## src/rtl/pwm_pkg.sv

```systemverilog
// Shared definitions for the multi-channel PWM generator.
//   dir_e    : counting direction of the shared period counter
//   mode_e   : edge-aligned or center-aligned counting
//   ch_width : width of a channel index, never less than one bit
package pwm_pkg;

    typedef enum logic {
        DIR_UP   = 1'b0,
        DIR_DOWN = 1'b1
    } dir_e;

    typedef enum logic {
        MODE_EDGE   = 1'b0,
        MODE_CENTER = 1'b1
    } mode_e;

    function automatic int ch_width(input int n);
        return (n <= 1) ? 1 : $clog2(n);
    endfunction

endpackage

```

## src/rtl/pwm_prescaler.sv

```systemverilog
// Shared prescaler for pwm_multi.
// It counts 0..i_final_value and then wraps to 0. o_step is high during the
// cycle in which the count equals i_final_value.
// Ports:
//   clk, reset_n   : clock, asynchronous active-low reset
//   i_enable       : run/stop; the count is cleared while low
//   i_final_value  : terminal count, one step every i_final_value+1 clocks
//   o_step         : combinational step strobe (gated by i_enable)
module pwm_prescaler #(
    parameter int TIMER_BITS = 15
) (
    input  logic                  clk,
    input  logic                  reset_n,
    input  logic                  i_enable,
    input  logic [TIMER_BITS-1:0] i_final_value,
    output logic                  o_step
);

    logic [TIMER_BITS-1:0] r_count;
    logic                  w_term;

    assign w_term = (r_count == i_final_value);
    assign o_step = i_enable & w_term;

    // If i_final_value drops below the running count, the count simply
    // keeps incrementing through its natural wrap before it matches again.
    always_ff @(posedge clk or negedge reset_n) begin
        if (!reset_n) begin
            r_count <= '0;
        end else if (!i_enable || w_term) begin
            r_count <= '0;
        end else begin
            r_count <= r_count + TIMER_BITS'(1);
        end
    end

endmodule

```

## src/rtl/pwm_multi.sv

```systemverilog
// Multi-channel PWM generator: one shared prescaler and one shared R-bit
// period counter drive CHANNELS comparators. Each channel owns a shadow duty
// (written any time) and an active duty (reloaded only at a period boundary).
// Optional feature macro: PWM_CENTER_ALIGN_EN adds up/down (center-aligned)
// counting selected by center_mode; without it the block is edge-aligned only.
// Ports:
//   clk, reset_n  : clock, asynchronous active-low reset
//   enable        : run/stop for prescaler, counter and outputs
//   final_value   : prescaler terminal count
//   center_mode   : 0 edge-aligned, 1 center-aligned (sampled at boundaries)
//   duty_wr       : single-cycle shadow duty write strobe
//   duty_ch       : channel addressed by the write
//   duty_data     : duty value, R+1 bits (2^R means always high)
//   pwm_out       : registered PWM outputs
//   period_start  : one-clock pulse when a new period begins
module pwm_multi
    import pwm_pkg::*;
#(
    parameter int CHANNELS   = 4,
    parameter int R          = 8,
    parameter int TIMER_BITS = 15
) (
    input  logic                          clk,
    input  logic                          reset_n,
    input  logic                          enable,
    input  logic [TIMER_BITS-1:0]         final_value,
    input  logic                          center_mode,
    input  logic                          duty_wr,
    input  logic [ch_width(CHANNELS)-1:0] duty_ch,
    input  logic [R:0]                    duty_data,
    output logic [CHANNELS-1:0]           pwm_out,
    output logic                          period_start
);

    localparam int            CHW     = ch_width(CHANNELS);
    localparam logic [R-1:0]  CNT_MAX = '1;

    logic                  w_step;
    logic                  w_boundary;
    logic [R-1:0]          r_cnt;
    logic [R-1:0]          w_cnt_next;
    logic [CHANNELS-1:0]   r_pwm;
    logic                  r_period_start;
    logic [R:0]            r_shadow   [CHANNELS];
    logic [R:0]            r_active   [CHANNELS];
    logic [R:0]            w_act_next [CHANNELS];
    logic [CHANNELS-1:0]   w_hit;
    logic [CHANNELS-1:0]   w_cmp;
    logic                  w_ch_ok;

    pwm_prescaler #(
        .TIMER_BITS (TIMER_BITS)
    ) u_prescaler (
        .clk           (clk),
        .reset_n       (reset_n),
        .i_enable      (enable),
        .i_final_value (final_value),
        .o_step        (w_step)
    );

`ifdef PWM_CENTER_ALIGN_EN
    dir_e  r_dir;
    dir_e  w_dir_next;
    mode_e r_mode;

    // The mode register holds MODE_EDGE out of reset and while stopped, so
    // the first step from the all-ones counter always wraps to 0 as an edge
    // boundary; the requested mode is then picked up at that boundary.
    always_comb begin
        w_cnt_next = r_cnt;
        w_dir_next = r_dir;
        w_boundary = 1'b0;
        if (w_step) begin
            if (r_mode == MODE_CENTER) begin
                if (r_dir == DIR_UP) begin
                    if (r_cnt == CNT_MAX) begin
                        w_dir_next = DIR_DOWN;
                        w_cnt_next = r_cnt - R'(1);
                    end else begin
                        w_cnt_next = r_cnt + R'(1);
                    end
                end else begin
                    w_cnt_next = r_cnt - R'(1);
                    if (r_cnt == R'(1)) begin
                        w_boundary = 1'b1;
                        w_dir_next = DIR_UP;
                    end
                end
            end else begin
                w_cnt_next = r_cnt + R'(1);
                w_dir_next = DIR_UP;
                w_boundary = (r_cnt == CNT_MAX);
            end
        end
    end

    always_ff @(posedge clk or negedge reset_n) begin
        if (!reset_n) begin
            r_dir  <= DIR_UP;
            r_mode <= MODE_EDGE;
        end else if (!enable) begin
            r_dir  <= DIR_UP;
            r_mode <= MODE_EDGE;
        end else begin
            r_dir <= w_dir_next;
            if (w_boundary) begin
                r_mode <= center_mode ? MODE_CENTER : MODE_EDGE;
            end
        end
    end
`else
    logic w_unused_center;
    assign w_unused_center = center_mode;

    always_comb begin
        w_cnt_next = r_cnt;
        w_boundary = 1'b0;
        if (w_step) begin
            w_cnt_next = r_cnt + R'(1);
            w_boundary = (r_cnt == CNT_MAX);
        end
    end
`endif

    assign w_ch_ok = (32'(duty_ch) < 32'(CHANNELS));

    // A write landing on the boundary cycle goes straight into the active
    // duty so it is not lost for a whole period. The comparator uses the
    // post-step counter and duty so outputs line up with period_start.
    always_comb begin
        for (int i = 0; i < CHANNELS; i++) begin
            w_hit[i]      = duty_wr && w_ch_ok && (duty_ch == CHW'(i));
            w_act_next[i] = r_active[i];
            if (w_boundary) begin
                w_act_next[i] = w_hit[i] ? duty_data : r_shadow[i];
            end
            w_cmp[i] = ({1'b0, w_cnt_next} < w_act_next[i]);
        end
    end

    always_ff @(posedge clk or negedge reset_n) begin
        if (!reset_n) begin
            for (int i = 0; i < CHANNELS; i++) begin
                r_shadow[i] <= '0;
                r_active[i] <= '0;
            end
        end else begin
            for (int i = 0; i < CHANNELS; i++) begin
                if (w_hit[i]) begin
                    r_shadow[i] <= duty_data;
                end
                r_active[i] <= w_act_next[i];
            end
        end
    end

    always_ff @(posedge clk or negedge reset_n) begin
        if (!reset_n) begin
            r_cnt          <= CNT_MAX;
            r_pwm          <= '0;
            r_period_start <= 1'b0;
        end else if (!enable) begin
            r_cnt          <= CNT_MAX;
            r_pwm          <= '0;
            r_period_start <= 1'b0;
        end else begin
            r_cnt          <= w_cnt_next;
            r_period_start <= w_boundary;
            if (w_step) begin
                r_pwm <= w_cmp;
            end
        end
    end

    assign pwm_out      = r_pwm;
    assign period_start = r_period_start;

endmodule

```

## config.mk

```make
export PLATFORM = sky130hd
export DESIGN_NAME = pwm_multi
export DESIGN_NICKNAME = d
export VERILOG_FILES = /design/src/rtl/pwm_pkg.sv /design/src/rtl/pwm_prescaler.sv /design/src/rtl/pwm_multi.sv
export SDC_FILE = /design/constraint.sdc
export NUM_CORES = 1
export LEC_CHECK = 0
export BUFFER_PORTS_ARGS = -buffer_cell sky130_fd_sc_hd__clkbuf_2
export CAP_MARGIN = 25
export CORE_MARGIN = 8
export CORE_UTILIZATION = 43
export DETAILED_ROUTE_END_ITERATION = 16
export HOLD_SLACK_MARGIN = 0.05
export MAX_ROUTING_LAYER = met4
export SYNTH_ARGS = -nofsm -noshare
export SYNTH_HDL_FRONTEND = slang
export SYNTH_SLANG_ARGS = --single-unit
```

## constraint.sdc

```tcl
create_clock -name clk -period 3.75 [get_ports clk]
set_input_delay 0.375 -clock clk [delete_from_list [all_inputs] [get_ports clk]]
set_output_delay 0.375 -clock clk [all_outputs]
set_load 0.02 [all_outputs]
```

==> results of run 1 <==
## flip-flops by register name, indices dropped and copies added, names as in the netlist
signal,flops
r_shadow,36
period_start,1
r_cnt,8
u_prescaler.r_count,15
pwm_out,4
r_active,36
## worst max-delay path by stage
stage / from / end / slack, ps / depth (start not counted)
final: u_prescaler.r_count[9] / pwm_out[0] / 420 / 10
after global routing: u_prescaler.r_count[3] / pwm_out[1] / 250 / 10
after CTS: u_prescaler.r_count[9] / pwm_out[0] / 400 / 10
after detailed placement: final_value[9] / pwm_out[0] / 390 / 11
after global placement: final_value[3] / pwm_out[0] / 440 / 11
after floorplan: r_cnt[0] / pwm_out[1] / 980 / 13
## through the flow
stage | setup slack, ps | cells | area [sq um] | total power, mW | hold slack [ps]
3_5_place_dp | 388 | 615 | 5430 | 1.38 | 477
6_report | 421 | 633 | 5790 | 2.38 | 323
3_3_place_gp | 439 | 615 | 5430 | 1.38 | 468
5_1_grt | 255 | 633 | 5790 | 2.48 | 317
2_1_floorplan | 981 | 440 | 5050 | 1.31 | 79.4
4_1_cts | 398 | 631 | 5760 | 2.41 | 242
## final cells by class
class,count,area share
clock buffers,12,0.0443
clock inverters,4,0.0125
inverters,36,0.0234
multi-input cells,290,0.404
flip-flops and latches,100,0.434
well taps,143,0.0309
repair buffers,48,0.0506
## layout by cell type, fill, tap and decap left out, types with 9 or more instances in the layout
cell type | Yosys | routed
a21oi_1 | 9 | 9
and3_1 | 9 | 9
buf_4 | 0 | 13
clkbuf_16 | 0 | 9
clkbuf_2 | 0 | 33
dfrtp_1 | 92 | 92
ha_1 | 30 | 30
inv_1 | 31 | 31
mux2_2 | 36 | 36
mux2i_1 | 32 | 32
nand2_1 | 13 | 13
nand3_1 | 26 | 26
nand4_1 | 9 | 9
nor2_1 | 17 | 17
o21ai_0 | 13 | 13
or2_1 | 10 | 10
xnor2_1 | 24 | 24
xor2_1 | 9 | 9
## layer usage
metal  vias to the layer above  share of wire
li1                       1614              -
met1                      1608           0.50
met2                        44           0.45
met3                        14          0.031
met4                         0          0.020
met5                         -              0
## kinds of logic after synthesis
family,synth area share
AO/OA/AOI/OAI,0.0535
flip-flops,0.498
buffers and inverters,0.0401
XOR/XNOR,0.0605
AND/OR/NAND/NOR,0.121
adder cells (fa/ha/maj),0.0743
multiplexers,0.153
## where the power goes
part / internal [mW] / switching [mW] / total, mW
Clock: 0.620 / 0.397 / 1.02
Combinational: 0.0924 / 0.0974 / 0.190
Sequential: 1.15 / 0.0207 / 1.17
Total: 1.87 / 0.515 / 2.38
==> summary.md, run 1 <==
| Metric | Value |
|---|---|
| Root buffer cell | clkbuf_16 |
| Worst reg2reg endpoint | pwm_out[0] |
| Top_reg_cell synth | dfrtp_1 |
| Slew margin rel. | 0.655 |
| Die Y-Extent | 124 um |
| Die Wd | 124 um |
| GR Layer Usage met3 | 0.0319 |
| Tot GR Track Use | 0.147 |
| # Post-CTS Setup Buffers | 0 |
| Syn nets | 501 |
| Netlist cell types | 39 |
| FMAX | 0.300 GHz |
| Post-layout net count | 546 |
| GPL Wtd Cong | 0.821 |
| Vias in the first global route | 3443 |
| Power Density | 411 mW/mm^2 |
| P&R area growth vs syn | 14.6% |
| First-pass GRT wire length | 17700 um |
| Final worst-path cycle share | 0.888 |
| Worst Hold Class | primary input to register |
| Total CTS buffers | 9 |
| Final WL | 10500 um |
| Starting density of the core | 0.442 |
| Fraction of registers with async set or reset after synthesis | 1.00 |
| R2R Setup Slk | 420 ps |
| Drt drc | 0 |
| Synth top area share | 0.456 |
| Crit-path max FO | 12 |
| Total negative setup slack | 0 ps |
| CP Cell Sequence | xnor2_1 > nand4_1 > or4_4 > nor4_2 > xor2_1 > ha_1 > a211oi_1 > and3_1 > o21ai_0 > nand3_1 |
| Seq/Total Area, Yosys | 0.498 |
| Hold Crit Start | duty_data[4] |
| Wire per inst | 16.6 um |
| Worst setup EP type | register |
| Total congestion overflow | 0 |
| Diodes inserted | 0 |
| Clk buf depth | 2 |
| Clock transition at the registers of the reported paths | 70 ps |
| Row count | 39 |
| Worst Setup Start Kind | register |
| Post-route ant nets | 0 |
| CTS tree | done |
| Clock Skew | 8.77 ps |
| Post-CTS Resized | 0 |
| CORE AREA | 0.0114 sq mm |
| Worst slew pin tran | 518 ps |
| Clock latency on the worst-skew pair | 350 ps |
| YS warnings | 0 |
| Core Util, Final | 0.507 |
| # port buffers | 34 |
| DIE AREA | 0.0155 sq mm |
| Syn Std Cell Area | 0.00505 sq mm |
| Status | complete, no violations |
| Synth cell count leaders | dfrtp_1 (92), mux2_2 (36), mux2i_1 (32) |
| Synth Area per Inst | 11.5 sq um |
| Worst hold stages | 2 |
| Largest net degree at the start of global routing | 82 |
| R2r worst-path depth | 10 |
| Maximum VDD drop | 250 uV |
| Top Ports | 36 |
| Fillers | 1070 |
| Top post-synthesis cells by area | dfrtp_1 (46%), mux2_2 (8.0%), ha_1 (7.4%), mux2i_1 (6.3%), dfstp_2 (4.2%) |
| Max H-tree Level | 3 |
| Max-cap viol count | 0 |
| Number of setup violations in the final report | 0 |
| Initial antenna violation count | 0 |
| Area of the multi-input gates | 0.00234 sq mm |
| M1 GR Usage | 0.195 |
| Hold Vio Cnt, Final | 0 |
| Unrepaired setup endpoints after global routing | false |
| Vias | 3280 |
| Starting DRC count in detailed routing | 170 |
| CP arrival | 3610 ps |
| Drt pass-1 iters | 4 |
| WHS Endpoint | r_shadow[4] |
| Reg area | 0.00251 sq mm |
| Busiest layer in global routing | met2 |
| Critical path class | register to register |
| Mapped Cells | 440 |
| CP top delay family | simple AND/OR/NAND/NOR gates |
| Vias per cell | 5.18 |
| Layout cells sized above 1 | 0.241 |
| Critical Path RT | 4030 ps |
| Final min period | 3330 ps |
| Cell taking the most area after synthesis | dfrtp_1 |
| Met2 Resource Use GR | 0.209 |
| Cts hold-fix bufs | 0 |
| Final max-slew violation count | 0 |
| CP max stage cell | or4_4 |
| EDFF count, synth | 0 |
| Count leader, synth | dfrtp_1 |
| Synth Register Bits | 100 |
| Worst stage delay on the critical path | 710 ps |
| WP buf/inv | 0 |
| Leakage | 3.06 nW |
| Sink Count | 100 |
| Reg-to-Reg Start | u_prescaler.r_count[9] |
| Hpwl dp | 7610 um |
Power figures use the tool's default switching activity.
==> inputs of run 2 (changes only) <==
CTS_BUF_LIST = sky130_fd_sc_hd__clkbuf_4 sky130_fd_sc_hd__clkbuf_8   (was unset)
==> run 2 against run 1 <==
Effect of this change:
- total power is 9.6% lower
- cell area is 1.7% lower
- highest routed layer unchanged
- sequential power hardly changed
- critical endpoint unchanged
- clock skew is 3.3 ps higher
- routed wire length is 0.29% lower
- critical path depth stayed put
- largest cell class unchanged
- non-clock buffer count stayed put
- first-iteration DRC count is 16% higher
- critical path type unchanged
- global-route usage is 0.11 points lower
==> summary.md, run 2 (synthesis gave the netlist of run 1 again) <==
| Metric | Value |
|---|---|
| GPL Wtd Cong | 0.821 |
| Starting density of the core | 0.442 |
| Root buffer cell | clkbuf_8 |
| Clk buf depth | 2 |
| Hpwl dp | 7610 um |
| Final min period | 3320 ps |
| Number of setup violations in the final report | 0 |
| Placed insts | 615 |
| M1 WL | 5380 um |
| Clock Skew | 12.1 ps |
| First-pass GRT wire length | 17600 um |
| P&R area growth vs syn | 12.7% |
| Drt drc | 0 |
| Final worst-path cycle share | 0.887 |
| DR WL met3 | 298 um |
| Area of the multi-input gates | 0.00234 sq mm |
| Row count | 39 |
| CTS tree | done |
| Total CTS buffers | 9 |
| Max-cap viol count | 0 |
| Total negative setup slack | 0 ps |
| Met2 WL | 4620 um |
| Post-layout net count | 546 |
| Worst Hold Class | primary input to register |
| Vias per cell | 5.19 |
| DR top layer | met4 |
| Die Y-Extent | 124 um |
| Critical path class | register to register |
| Top Ports | 36 |
| Reg area | 0.00251 sq mm |
| CORE AREA | 0.0114 sq mm |
| Post-route ant nets | 0 |
| Regs by FF count | r_active x36, r_shadow x36, u_prescaler.r_count x15 |
| Largest net degree at the start of global routing | 82 |
| Worst setup EP type | register |
| Starting DRC count in detailed routing | 197 |
| CP arrival | 3640 ps |
| Vias | 3283 |
| Hold Vio Cnt, Final | 0 |
| Initial antenna violation count | 0 |
| Slew margin rel. | 0.651 |
| Total congestion overflow | 0 |
| Wire per inst | 16.6 um |
| Maximum VDD drop | 230 uV |
| Drt pass-1 iters | 4 |
| Worst Setup Start Kind | register |
| Vias in the first global route | 3425 |
| Max H-tree Level | 3 |
| Critical Path RT | 4060 ps |
| Tot GR Track Use | 0.145 |
| # port buffers | 34 |
| Clock latency on the worst-skew pair | 380 ps |
| Crit-path max FO | 12 |
| Fillers | 1080 |
| Power Density | 378 mW/mm^2 |
| Die Wd | 124 um |
| PnR Total Power | 2.15 mW |
| CP max stage cell | or4_4 |
| FMAX | 0.301 GHz |
| Final max-slew violation count | 0 |
| Worst slew pin tran | 522 ps |
| Layout cells sized above 1 | 0.243 |
| Leakage | 3.02 nW |
| Sink Count | 100 |
| Commonest non-fill, non-tap cell in the layout | dfrtp_1 |
| Final WL | 10500 um |
| DIE AREA | 0.0155 sq mm |
| Status | complete, no violations |
| Most frequent cells in the layout | dfrtp_1 (92), mux2_2 (36), clkbuf_2 (33), mux2i_1 (32), inv_1 (31) |
| Worst stage delay on the critical path | 710 ps |
| CP Cell Sequence | xnor2_1 > nand4_1 > or4_4 > nor4_2 > xor2_1 > ha_1 > a211oi_1 > and3_1 > o21ai_0 > nand3_1 |
| Non-filler cells, final | 633 |
| Clock transition at the registers of the reported paths | 100 ps |
| Diodes inserted | 0 |
| Unrepaired setup endpoints after global routing | false |
==> run 2: changes by cell type in the layout (fill, tap and decap cells not counted) <==
| cell | before | now |
|---|---|---|
| clkbuf_16 | 9 | 0 |
| clkbuf_4 | 0 | 1 |
| clkbuf_8 | 2 | 11 |
| clkbuf_1 | 1 | 0 |
==> run 2: final timing paths <==
path,startpoint,end,slack [ps],depth (start not counted)
max in group asynchronous,reset_n,r_cnt[0],2520,3
setup reg to reg,u_prescaler.r_count[9],pwm_out[0],430,10
hold / removal,duty_data[7],r_shadow[7],290,2
hold reg to reg,r_shadow[35],r_shadow[35],490,2
min in group asynchronous,reset_n,r_shadow[32],500,2
setup / recovery,u_prescaler.r_count[9],pwm_out[0],430,10
==> run 2: final cells by class <==
class | instances | area share
Clock buffer | 12 | 0.0279
Tap cell | 143 | 0.0314
Multi-Input combinational cell | 290 | 0.411
Clock inverter | 4 | 0.0128
Sequential cell | 100 | 0.442
Inverter | 36 | 0.0238
Timing Repair Buffer | 48 | 0.0515
==> run 2: worst max-delay path: cells and delay by family (launching register included) <==
kind	cells	cell delay (ps)
xor gates and xnor gates	2	550
and+or+nand+nor	5	1560
AOI/OAI and AO/OA	2	370
DFF	1	440
adders and majority gates	1	320
==> run 2: metal layers <==
layer | vias up | GRT usage
li1 | 1611 | -
met4 | 0 | 0.0602
met1 | 1615 | 0.197
met3 | 15 | 0.0306
met2 | 42 | 0.206
met5 | - | -
==> run 2: repair_timing <==
action / CTS / global route
hold buffers: 0 / 1
gates resized for setup: 0 / 0
hold endpoints to repair: 0 / 27
setup buffers: 0 / 0
==> run 2: through the flow <==
stage / hold slack (ps) / area (sq um) / worst slack, ps / util
after CTS: 205 / 5660 / 387 / 0.496
after global routing: 275 / 5690 / 243 / 0.498
after detailed placement: 477 / 5430 / 388 / 0.475
after global placement: 468 / 5430 / 439 / 0.475
final: 291 / 5690 / 426 / 0.498
after floorplan: 79.4 / 5050 / 981 / -
==> run 2: power by group <==
group          switching, mW  total (mW)  leakage (nW)  internal (mW)
Sequential            0.0204        1.17          1.29           1.15
Combinational         0.0976       0.190          1.61         0.0924
Clock                  0.370       0.789         0.116          0.419
Total                  0.488        2.15          3.02           1.66
==> inputs of run 3 (changes only) <==
clock period = 3.1 ns   (was 3.75 ns; I/O delays follow)
==> run 3 against run 2 <==
Effect of this change:
- total power rose by 13%
- routed wire length increased by 1.3%
- sequential share of layout area down 1.8 points
- global-route usage down 0.13 points
- fmax rose by 12%
- critical path type unchanged
==> summary.md, run 3 (synthesis gave the netlist of run 1 again) <==
| Metric | Value |
|---|---|
| Status | complete, no violations |
| Top Ports | 36 |
| R2r worst-path depth | 11 |
| Die Wd | 124 um |
| Wire per inst | 16.3 um |
| Total CTS buffers | 9 |
| Die Y-Extent | 124 um |
| Total congestion overflow | 0 |
| Root buffer cell | clkbuf_8 |
| Layout cells sized above 1 | 0.309 |
| Post-layout net count | 564 |
| Worst hold slack | 235 ps |
| Hold Vio Cnt, Final | 0 |
| Post-route ant nets | 0 |
| Non-filler cells, final | 651 |
| Crit-path max FO | 9 |
| Starting density of the core | 0.442 |
| Commonest non-fill, non-tap cell in the layout | dfrtp_1 |
| R2R Setup Slk | 140 ps |
| Power Density | 408 mW/mm^2 |
| Worst Setup Start Kind | register |
| Clock latency on the worst-skew pair | 370 ps |
| Largest net degree at the start of global routing | 60 |
| Vias per cell | 5.20 |
| Vias in the first global route | 3542 |
| Regs by FF count | r_active x36, r_shadow x36, u_prescaler.r_count x15 |
| Total negative setup slack | 0 ps |
| Worst slew pin tran | 752 ps |
| Final worst-path cycle share | 0.955 |
| CTS tree | done |
| Most frequent cells in the layout | dfrtp_1 (90), mux2_2 (36), clkbuf_2 (33), inv_1 (31), ha_1 (30) |
| Reg-to-Reg Start | u_prescaler.r_count[12] |
| Clk buf depth | 2 |
| Maximum VDD drop | 224 uV |
| Clock Skew | 11.6 ps |
| FMAX | 0.338 GHz |
| Number of setup violations in the final report | 0 |
| CP arrival | 3210 ps |
| Clock transition at the registers of the reported paths | 90 ps |
| Drt pass-1 iters | 4 |
| Critical Path RT | 3350 ps |
| Max-cap viol count | 0 |
| Final min period | 2960 ps |
| Placed insts | 626 |
| Sink Count | 100 |
| Worst setup EP type | register |
| Starting DRC count in detailed routing | 163 |
| Final max-slew violation count | 0 |
| Max H-tree Level | 3 |
| Hpwl dp | 7780 um |
| Critical path class | register to register |
| Worst reg2reg endpoint | pwm_out[3] |
| Worst setup path startpoint | u_prescaler.r_count[12] |
| Diodes inserted | 0 |
| Worst Hold Class | primary input to register |
| Tot GR Track Use | 0.144 |
| Leakage | 3.09 nW |
| Vias | 3386 |
| Slew margin rel. | 0.498 |
| Initial antenna violation count | 0 |
| Final WL | 10600 um |
| Final WS setup | 139 ps |
| First-pass GRT wire length | 17700 um |
| GPL Wtd Cong | 0.807 |
| CORE AREA | 0.0114 sq mm |
| Drt drc | 0 |
| P&R area growth vs syn | 17.7% |
| Setup WS pre-CTS | 18.4 ps |
| DIE AREA | 0.0155 sq mm |
| Core Util, Final | 0.520 |
| # port buffers | 34 |
| Row count | 39 |
| Worst setup path end | pwm_out[3] |
[run 3: cell types whose count changed in the layout (fill, tap and decap cells not counted), sizes merged]
cell    delta
buf       +18
bufinv     -2
clkbuf     -1
clkinv     +3
[run 3: where the power goes]
part,switching [mW],total [mW],internal (mW)
sequential,0.0236,1.42,1.39
clock,0.437,0.754,0.317
combinational,0.131,0.253,0.121
[run 3: per-stage QoR]
step	area, sq um	total power [mW]
after CTS	5720	2.45
after global routing	5940	2.54
after global placement	5540	1.67
after floorplan	5050	1.58
after detailed placement	5540	1.69
final	5940	2.42
[run 3: what timing repair did]
| action | 4_1_cts | 5_1_grt |
|---|---|---|
| hold buffers | 1 | 0 |
| setup endpoints to repair | 1 | 4 |
| resized for setup | 1 | 29 |
| pin swaps | 0 | 10 |
| buffers inserted | 0 | 8 |
| endpoints found under the hold margin | 58 | 0 |
[run 3: worst min path at each step]
stage,start,to,slack [ps],cells after the start
2_1_floorplan,reset_n,period_start,10,0
3_3_place_gp,reset_n,r_shadow[15],420,1
3_5_place_dp,reset_n,r_shadow[33],430,1
4_1_cts,duty_data[7],r_shadow[7],220,2
5_1_grt,duty_data[4],r_shadow[22],240,2
6_report,duty_data[4],r_shadow[22],240,2
[run 3: worst max-delay path, stage by stage, from the launching register on]
cell and delay [ps]:
dfrtp_1 430, xnor2_1 160, nand4_1 170, or4_4 610, buf_4 210, nand2_1 90
nand2_1 150, ha_1 320, nand4_1 110, a41o_1 220, o21ai_0 250, nand3_1 130
[run 3: layer usage]
layer  track usage  vias up  routed length, um
li1              -     1654                  -
met1         0.193     1677               5300
met2         0.213       40               4930
met3        0.0230       15                211
met4        0.0574        0                180
met5             -        -                  0
[run 3: cell type report]
class | instances | area [sq um]
clock buffer | 11 | 145
clock inverter | 5 | 27.5
sequential | 100 | 2510
inverter | 36 | 135
timing repair buffer | 66 | 452
fill | 1052 | 5480
tap | 143 | 179
multi-input combinational | 290 | 2490
